`config.mk`:
```
export PLATFORM = sky130hd
export DESIGN_NAME = mult_accum_ctrl
export DESIGN_NICKNAME = d
export VERILOG_FILES = /design/src/rtl/mult_accum_ctrl_pkg.sv /design/src/rtl/mplier_right_shift.sv /design/src/rtl/mult_accum_ctrl.sv
export SDC_FILE = /design/constraint.sdc
export NUM_CORES = 1
export LEC_CHECK = 0
export CAP_MARGIN = 10
export CELL_PAD_IN_SITES_DETAIL_PLACEMENT = 0
export CELL_PAD_IN_SITES_GLOBAL_PLACEMENT = 1
export CORE_UTILIZATION = 45
export DETAILED_ROUTE_END_ITERATION = 10
export GPL_TIMING_DRIVEN = 0
export PLACE_DENSITY = 0.87
export SYNTH_ARGS = -nofsm -noshare
export SYNTH_HDL_FRONTEND = slang
export SYNTH_SLANG_ARGS = --single-unit
```
`constraint.sdc`:
```
create_clock -name clk -period 4.6 [get_ports clk]
set_input_delay 0.92 -clock clk [delete_from_list [all_inputs] [get_ports clk]]
set_output_delay 0.92 -clock clk [all_outputs]
set_load 0.02 [all_outputs]
```
`src/rtl/mult_accum_ctrl_pkg.sv`:
```
// Shared widths, constants and FSM state encoding for the shift-and-add multiplier.
package mult_accum_ctrl_pkg;
  localparam int DW   = 16;
  localparam int DW_2 = 2 * DW;
  localparam int CW   = $clog2(DW + 1);

  localparam logic [DW_2-1:0] ZERO     = '0;
  localparam logic [CW-1:0]   ONE      = CW'(1);
  localparam logic            BIT_ZERO = 1'b0;

  typedef enum logic [1:0] {IDLE, LOAD, RUN, DONE} mult_state_e;
endpackage

```
`src/rtl/mplier_right_shift.sv`:
```
// Multiplier operand register: parallel load, logical shift right, exposes bit 0.
// Single-cycle update; no flow control (load wins over shift).
module mplier_right_shift
  import mult_accum_ctrl_pkg::*;
(
  input  logic          clk,
  input  logic          rst,
  input  logic          load_i,
  input  logic          shift_i,
  input  logic [DW-1:0] din_i,
  output logic          lsb_o
);

  logic [DW-1:0] sr_q, sr_d;

  always_comb begin
    sr_d = sr_q;
    if (load_i) begin
      sr_d = din_i;
    end else if (shift_i) begin
      sr_d = {BIT_ZERO, sr_q[DW-1:1]};
    end
  end

  always_ff @(posedge clk or negedge rst) begin
    if (!rst) begin
      sr_q <= '0;
    end else begin
      sr_q <= sr_d;
    end
  end

  assign lsb_o = sr_q[0];

endmodule

```
`src/rtl/mult_accum_ctrl.sv`:
```
// Control FSM and accumulator of the shift-and-add multiplier; done pulses DW+1
// edges after start is sampled in IDLE. Fixed latency, starts outside IDLE are dropped.
module mult_accum_ctrl
  import mult_accum_ctrl_pkg::*;
(
  input  logic            clk,
  input  logic            rst,
  input  logic            start,
  input  logic [DW-1:0]   multiplier,
  input  logic [DW_2-1:0] shift_in,
  output logic            permit,
  output logic [DW_2-1:0] product,
  output logic            busy,
  output logic            done
);

  mult_state_e     state_q, state_d;
  logic [DW_2-1:0] acc_q, acc_d;
  logic [DW_2-1:0] product_q, product_d;
  logic [CW-1:0]   cnt_q, cnt_d;
  logic            mp_load, mp_shift, mp_lsb;
  logic [DW_2-1:0] sum;

  mplier_right_shift u_mplier (
    .clk     (clk),
    .rst     (rst),
    .load_i  (mp_load),
    .shift_i (mp_shift),
    .din_i   (multiplier),
    .lsb_o   (mp_lsb)
  );

  // The adder wraps modulo 2^DW_2; no carry out is kept.
  assign sum = acc_q + (mp_lsb ? shift_in : ZERO);

  always_comb begin
    state_d   = state_q;
    acc_d     = acc_q;
    cnt_d     = cnt_q;
    product_d = product_q;
    mp_load   = 1'b0;
    mp_shift  = 1'b0;
    unique case (state_q)
      IDLE: begin
        if (start) begin
          mp_load = 1'b1;
          acc_d   = ZERO;
          cnt_d   = '0;
          state_d = LOAD;
        end
      end
      LOAD: begin
        state_d = RUN;
      end
      RUN: begin
        acc_d    = sum;
        mp_shift = 1'b1;
        cnt_d    = cnt_q + ONE;
        // No early exit on a zero multiplier: latency stays fixed.
        if (cnt_q == CW'(DW - 1)) begin
          product_d = sum;
          state_d   = DONE;
        end
      end
      DONE: begin
        state_d = IDLE;
      end
      default: begin
        state_d = IDLE;
      end
    endcase
  end

  always_ff @(posedge clk or negedge rst) begin
    if (!rst) begin
      state_q   <= IDLE;
      acc_q     <= ZERO;
      cnt_q     <= '0;
      product_q <= ZERO;
    end else begin
      state_q   <= state_d;
      acc_q     <= acc_d;
      cnt_q     <= cnt_d;
      product_q <= product_d;
    end
  end

  // Outputs decode registered state only.
  assign permit  = (state_q == RUN);
  assign busy    = (state_q == LOAD) || (state_q == RUN);
  assign done    = (state_q == DONE);
  assign product = product_q;

endmodule

```
After elaboration in Yosys (flattened, before gate mapping)
Cells that the tools add are included.
{ "totals": {"regBits": 87, "out_inout_bits": 35} }
{ "op_classes": {"add_sub_neg": 2, "eq_ne": 6, "muxes": 13, "reduce_logical": 7} }
{ "op_table": {"columns": ["op", "count"], "rows": [
  ["$mux 32", 2],
  ["$pmux 32 s2", 1],
  ["$add 32x32->32", 1],
  ["$mux 16", 2],
  ["$pmux 5 s2", 1],
  ["$pmux 2 s4", 1],
  ["$reduce_and 2->1", 3],
  ["$add 5x1->5 const B", 1],
  ["$eq 5x4->1 const B", 1],
  ["$mux 5", 1],
  ["$eq 2x2->1 const B", 2],
  ["$mux 2", 2],
  ["$reduce_bool 2->1", 2],
  ["$mux 1", 3],
  ["$eq 2x1->1 const B", 1],
  ["$logic_not 2->1", 1],
  ["$ne 2x1->1 const B", 1],
  ["$ne 2x2->1 const B", 1],
  ["$logic_or 1x1->1", 1]
]} }

Longest topological paths before layout
{ "logic_depth": {"ltp_word": 4, "depth_mapped": 11, "depth_no_buf": 10} }

Hierarchy
A second synthesis with hierarchy kept.
{ "unflattened": {"hier_cells": 626, "hier_area_um2": 5662.9} }
{ "by_module_without_submodules": {"columns": ["module", "instances", "cells_each", "area_per_inst_um2"], "rows": [
  ["mult_accum_ctrl", 1, 557, 4921.0],
  ["mplier_right_shift", 1, 69, 742.0]
]} }

Least setup slack after synthesis
No wires, ideal clock.
{ "synth_timing": {"path_kind": "input port to flip-flop", "startpoint": "input port shift_in[0]", "endpoint": "register product_q[28], in the netlist product[28]", "setup_ps": 130, "arrival_ps": 3059, "t_required_ps": 4470, "path_slack_ps": 1411, "path_stages": 10, "cell_sequence": "and2_1 > ha_1 > fa_1 > a21o_1 > a221o_2 > a31oi_1 > a31oi_1 > a221oi_2 > xor2_1 > o21ai_1"} }
{ "synth_via": {"elab_chain_cells": 2} }
{ "synth_rtl": {"columns": ["element", "line", "rtl"], "rows": [
  ["start: declaration", "mult_accum_ctrl.sv:10", "input logic [DW_2-1:0] shift_in,"],
  ["$mux 32", "mult_accum_ctrl.sv:34", "assign sum = acc_q + (mp_lsb ? shift_in : ZERO);"],
  ["$add 32x32->32", "mult_accum_ctrl.sv:34", null],
  ["end signal: assignment", "mult_accum_ctrl.sv:84", "product_q <= product_d;"],
  ["end: declaration", "mult_accum_ctrl.sv:19", "logic [DW_2-1:0] product_q, product_d;"]
]} }
Every way passes these cells.
A chain may end at the register's enable or synchronous reset.

Worst setup path in the final report
{ "layout_timing": {"startpoint": "input port shift_in[0]", "endpoint": "register acc_q[28]"} }
{ "layout_via": {"elab_chain_cells": 3} }
{ "layout_rtl": {"columns": ["element", "line", "rtl"], "rows": [
  ["$mux 32", "mult_accum_ctrl.sv:34", null],
  ["$add 32x32->32", "mult_accum_ctrl.sv:34", null],
  ["$pmux 32 s2", "mult_accum_ctrl.sv:43", "unique case (state_q)"],
  ["end signal: assignment", "mult_accum_ctrl.sv:77", "acc_q <= ZERO;"],
  ["end signal: assignment", "mult_accum_ctrl.sv:82", "acc_q <= acc_d;"],
  ["end: declaration", "mult_accum_ctrl.sv:18", "logic [DW_2-1:0] acc_q, acc_d;"]
]} }
Every way passes these cells.

==> results_dict.tcl <==
set metrics [dict create \
    cp_data_arrival_time_ns 3.90 \
    synthToLayoutAreaGrowth_pct 24.4 \
    coreArea_sq_um 12000 \
    die_h_microns 113 \
    drv_slew 0 \
    final_net_count 790 \
    synth_top_area_cell "dfrtp_1" \
    ys_ff_latch 87 \
    synth_cell_types 56 \
    clk_pin_slew_worst_paths_ns 0.07 \
    yosysMostFrequentCell "nand2_1" \
    post-place-ws_ns 0.563 \
    hp-class "reg2reg" \
    layout-drive-gt1-share 0.0580 \
    p_leak_nw 3.00 \
    cts-root-buf "clkbuf_16" \
    multi_input_area_sq_um 3160 \
    cts_tree "yes" \
    fmax_ghz 0.273 \
    dpl.hpwl_mm 10.9 \
    min_period_ns 3.67 \
    syn_area_sq_um 5500 \
    maxSlewHeadroom 0.371 \
    ys_seq_area_frac 0.396 \
    ys_async_sr_fraction 1.00 \
    cts_htree_levels 3 \
    rsz0062_at_grt "false" \
    postCtsSetupBuffers 0 \
    worstMarginPinSlew_ns 0.944 \
    setup-violations-final 0 \
    grt_pass1_wl_mm 23.7 \
    cap_viol_max_count 0 \
    route.met2.wl_mm 6.56 \
    synthCells 605 \
    wl_per_cell_microns 16.9 \
    drc 0 \
    setup_tns_ns 0 \
    cts.sinks 87 \
    wirelength_mm 14.4 \
    status "finished, final reports clean" \
    max-vdd-ir-drop_mv 0.212 \
    placementRows 40 \
    cts_resized 0 \
    track_usage 0.242 \
    synthTopCellsByArea "dfrtp_1 40%, ha_1 8.2%, nand2_1 6.2%, and2_1 4.3%, o21ai_0 4.3%" \
    synth_warnings 0 \
    synth_top_area_frac 0.396 \
    drt_first_pass_iters 4 \
    cp-end-kind "flip-flop" \
    startpoint_type "input pin" \
    grt_max_degree 56 \
    synth_area_per_cell_sq_um 9.09 \
    cts.hold.buffers_added 0 \
    fin_util 0.572 \
    io_buffers 85 \
    cts_buffers 9 \
    start_util 0.460 \
    ctsLongestPathBuffers 2 \
    first_global_vias 4842 \
    synth_top_cells_by_count "91 x nand2_1, 87 x dfrtp_1, 47 x o21ai_0" \
    syn-num-nets 693 \
    critical_path_class "in2reg" \
    setup_slack_ns 0.931 \
    synth_ff_type "dfrtp_1" \
    wl_met1_mm 6.90 \
    synth-edff-count 0 \
    avgViaCountPerCell 5.67 \
    routed.top_layer "met4" \
    die_area_sq_um 12700 \
    period_share 0.798 \
    ant_nets 0 \
    diodes 0 \
    place.gp.congestion 0.888 \
    num_vias 4846 \
    total_power_mw 3.47 \
    power.density_nw_per_um2 507 \
    die_w_microns 113 \
    antenna_found_initial 0 \
    clk_latency_ns 0.36 \
    cp_data_required_time_ns 4.83 \
    ios 86 \
    nFillCells 1084 \
    gr-total-overflow 0 \
    clock_skew_ns 0.00688 \
    register_area_sq_um 2180 \
    hold_viol_final 0 \
    wl_met3_microns 577 \
    drtIter0Drc 249 \
    cp_max_fo 6 \
]
[per-layer routing]
| metal | GRT usage | vias to the layer above |
|---|---|---|
| li1 | - | 2364 |
| met1 | 0.324 | 2322 |
| met2 | 0.387 | 136 |
| met3 | 0.0378 | 24 |
| met4 | 0.112 | 0 |
| met5 | 0 | - |
[cell type report]
type	instances	area share
multi-input cells	476	0.462
flip-flops and latches	87	0.318
repair buffers	86	0.128
clock buffers	9	0.0329
well taps	147	0.0269
plain buffers	31	0.0176
clock inverters	7	0.00805
inverters	11	0.00604
[final timing paths]
| path | cells past startpoint | slack, ns | startpoint | endpoint |
|---|---|---|---|---|
| worst max-delay path | 11 | 0.93 | shift_in[0] | acc_q[28] |
| worst min-delay path | 2 | 0.47 | product[12] | product[12] |
| worst max register to register | 11 | 1.15 | u_mplier.sr_q[0] | acc_q[24] |
| worst min register to register | 2 | 0.47 | product[12] | product[12] |
| max in group asynchronous | 2 | 3.45 | rst | acc_q[6] |
| min in group asynchronous | 1 | 0.51 | rst | product[26] |
[critical path: stages]
cell and delay [ns]:
clkdlybuf4s50_1 0.40, and2_1 0.16, ha_1 0.20, fa_1 0.41, a21o_1 0.21, a221o_2 0.42
a31oi_1 0.32, a31oi_1 0.23, a221oi_2 0.28, xor2_1 0.25, o21ai_1 0.09
[report_power, final]
part	total [mW]	internal, mW	switching (mW)
Clock	0.710	0.373	0.337
Sequential	1.06	0.945	0.118
Combinational	1.69	0.658	1.04
Total	3.47	1.98	1.49
[cell families (layout without fill, tap and decap cells)]
group                    after synthesis  in the layout  share of synthesized area
AO/OA/AOI/OAI                        182            182                      0.218
XOR/XNOR                              28             28                     0.0460
adder cells (fa/ha/maj)               37             37                     0.0856
buffers and inverters                 42            144                     0.0294
flip-flops                            87             87                      0.396
multiplexers                          30             30                     0.0576
AND/OR/NAND/NOR                      199            199                      0.168
[placed cells by master (no fill, tap or decap), types with 5 or more instances in the layout]
cell type / synthesis / layout
nor3_1: 6 / 6
nand4_1: 8 / 8
nand2_1: 91 / 91
dfrtp_1: 87 / 87
mux2_2: 13 / 13
clkbuf_1: 27 / 27
o21ai_1: 16 / 16
ha_1: 36 / 36
clkdlybuf4s50_1: 0 / 84
mux2i_1: 17 / 17
and3_1: 6 / 6
xor2_1: 10 / 10
nor2_1: 28 / 28
xnor2_1: 17 / 17
a21oi_1: 43 / 43
nand3_1: 13 / 13
a22o_1: 20 / 20
inv_1: 11 / 11
o21ai_0: 47 / 47
a21o_1: 6 / 6
a31oi_1: 5 / 5
clkbuf_16: 0 / 9
o211ai_1: 5 / 5
and2_1: 38 / 38
[per-stage QoR]
stage               cell area, sq um  instances  hold slack (ns)
floorplan                       5500        605            0.450
CTS                             6840        854            0.471
finish                          6840        854            0.471
global placement                6530        837            0.454
detailed placement              6560        838            0.457
global route                    6840        854            0.502
[sequential cells by signal, indices dropped and copies added, names as in the netlist]
name,count
acc_q,32
product,32
u_mplier.sr_q,16
cnt_q,5
state_q,2
Note: power is estimated with default switching activity, not from simulation.
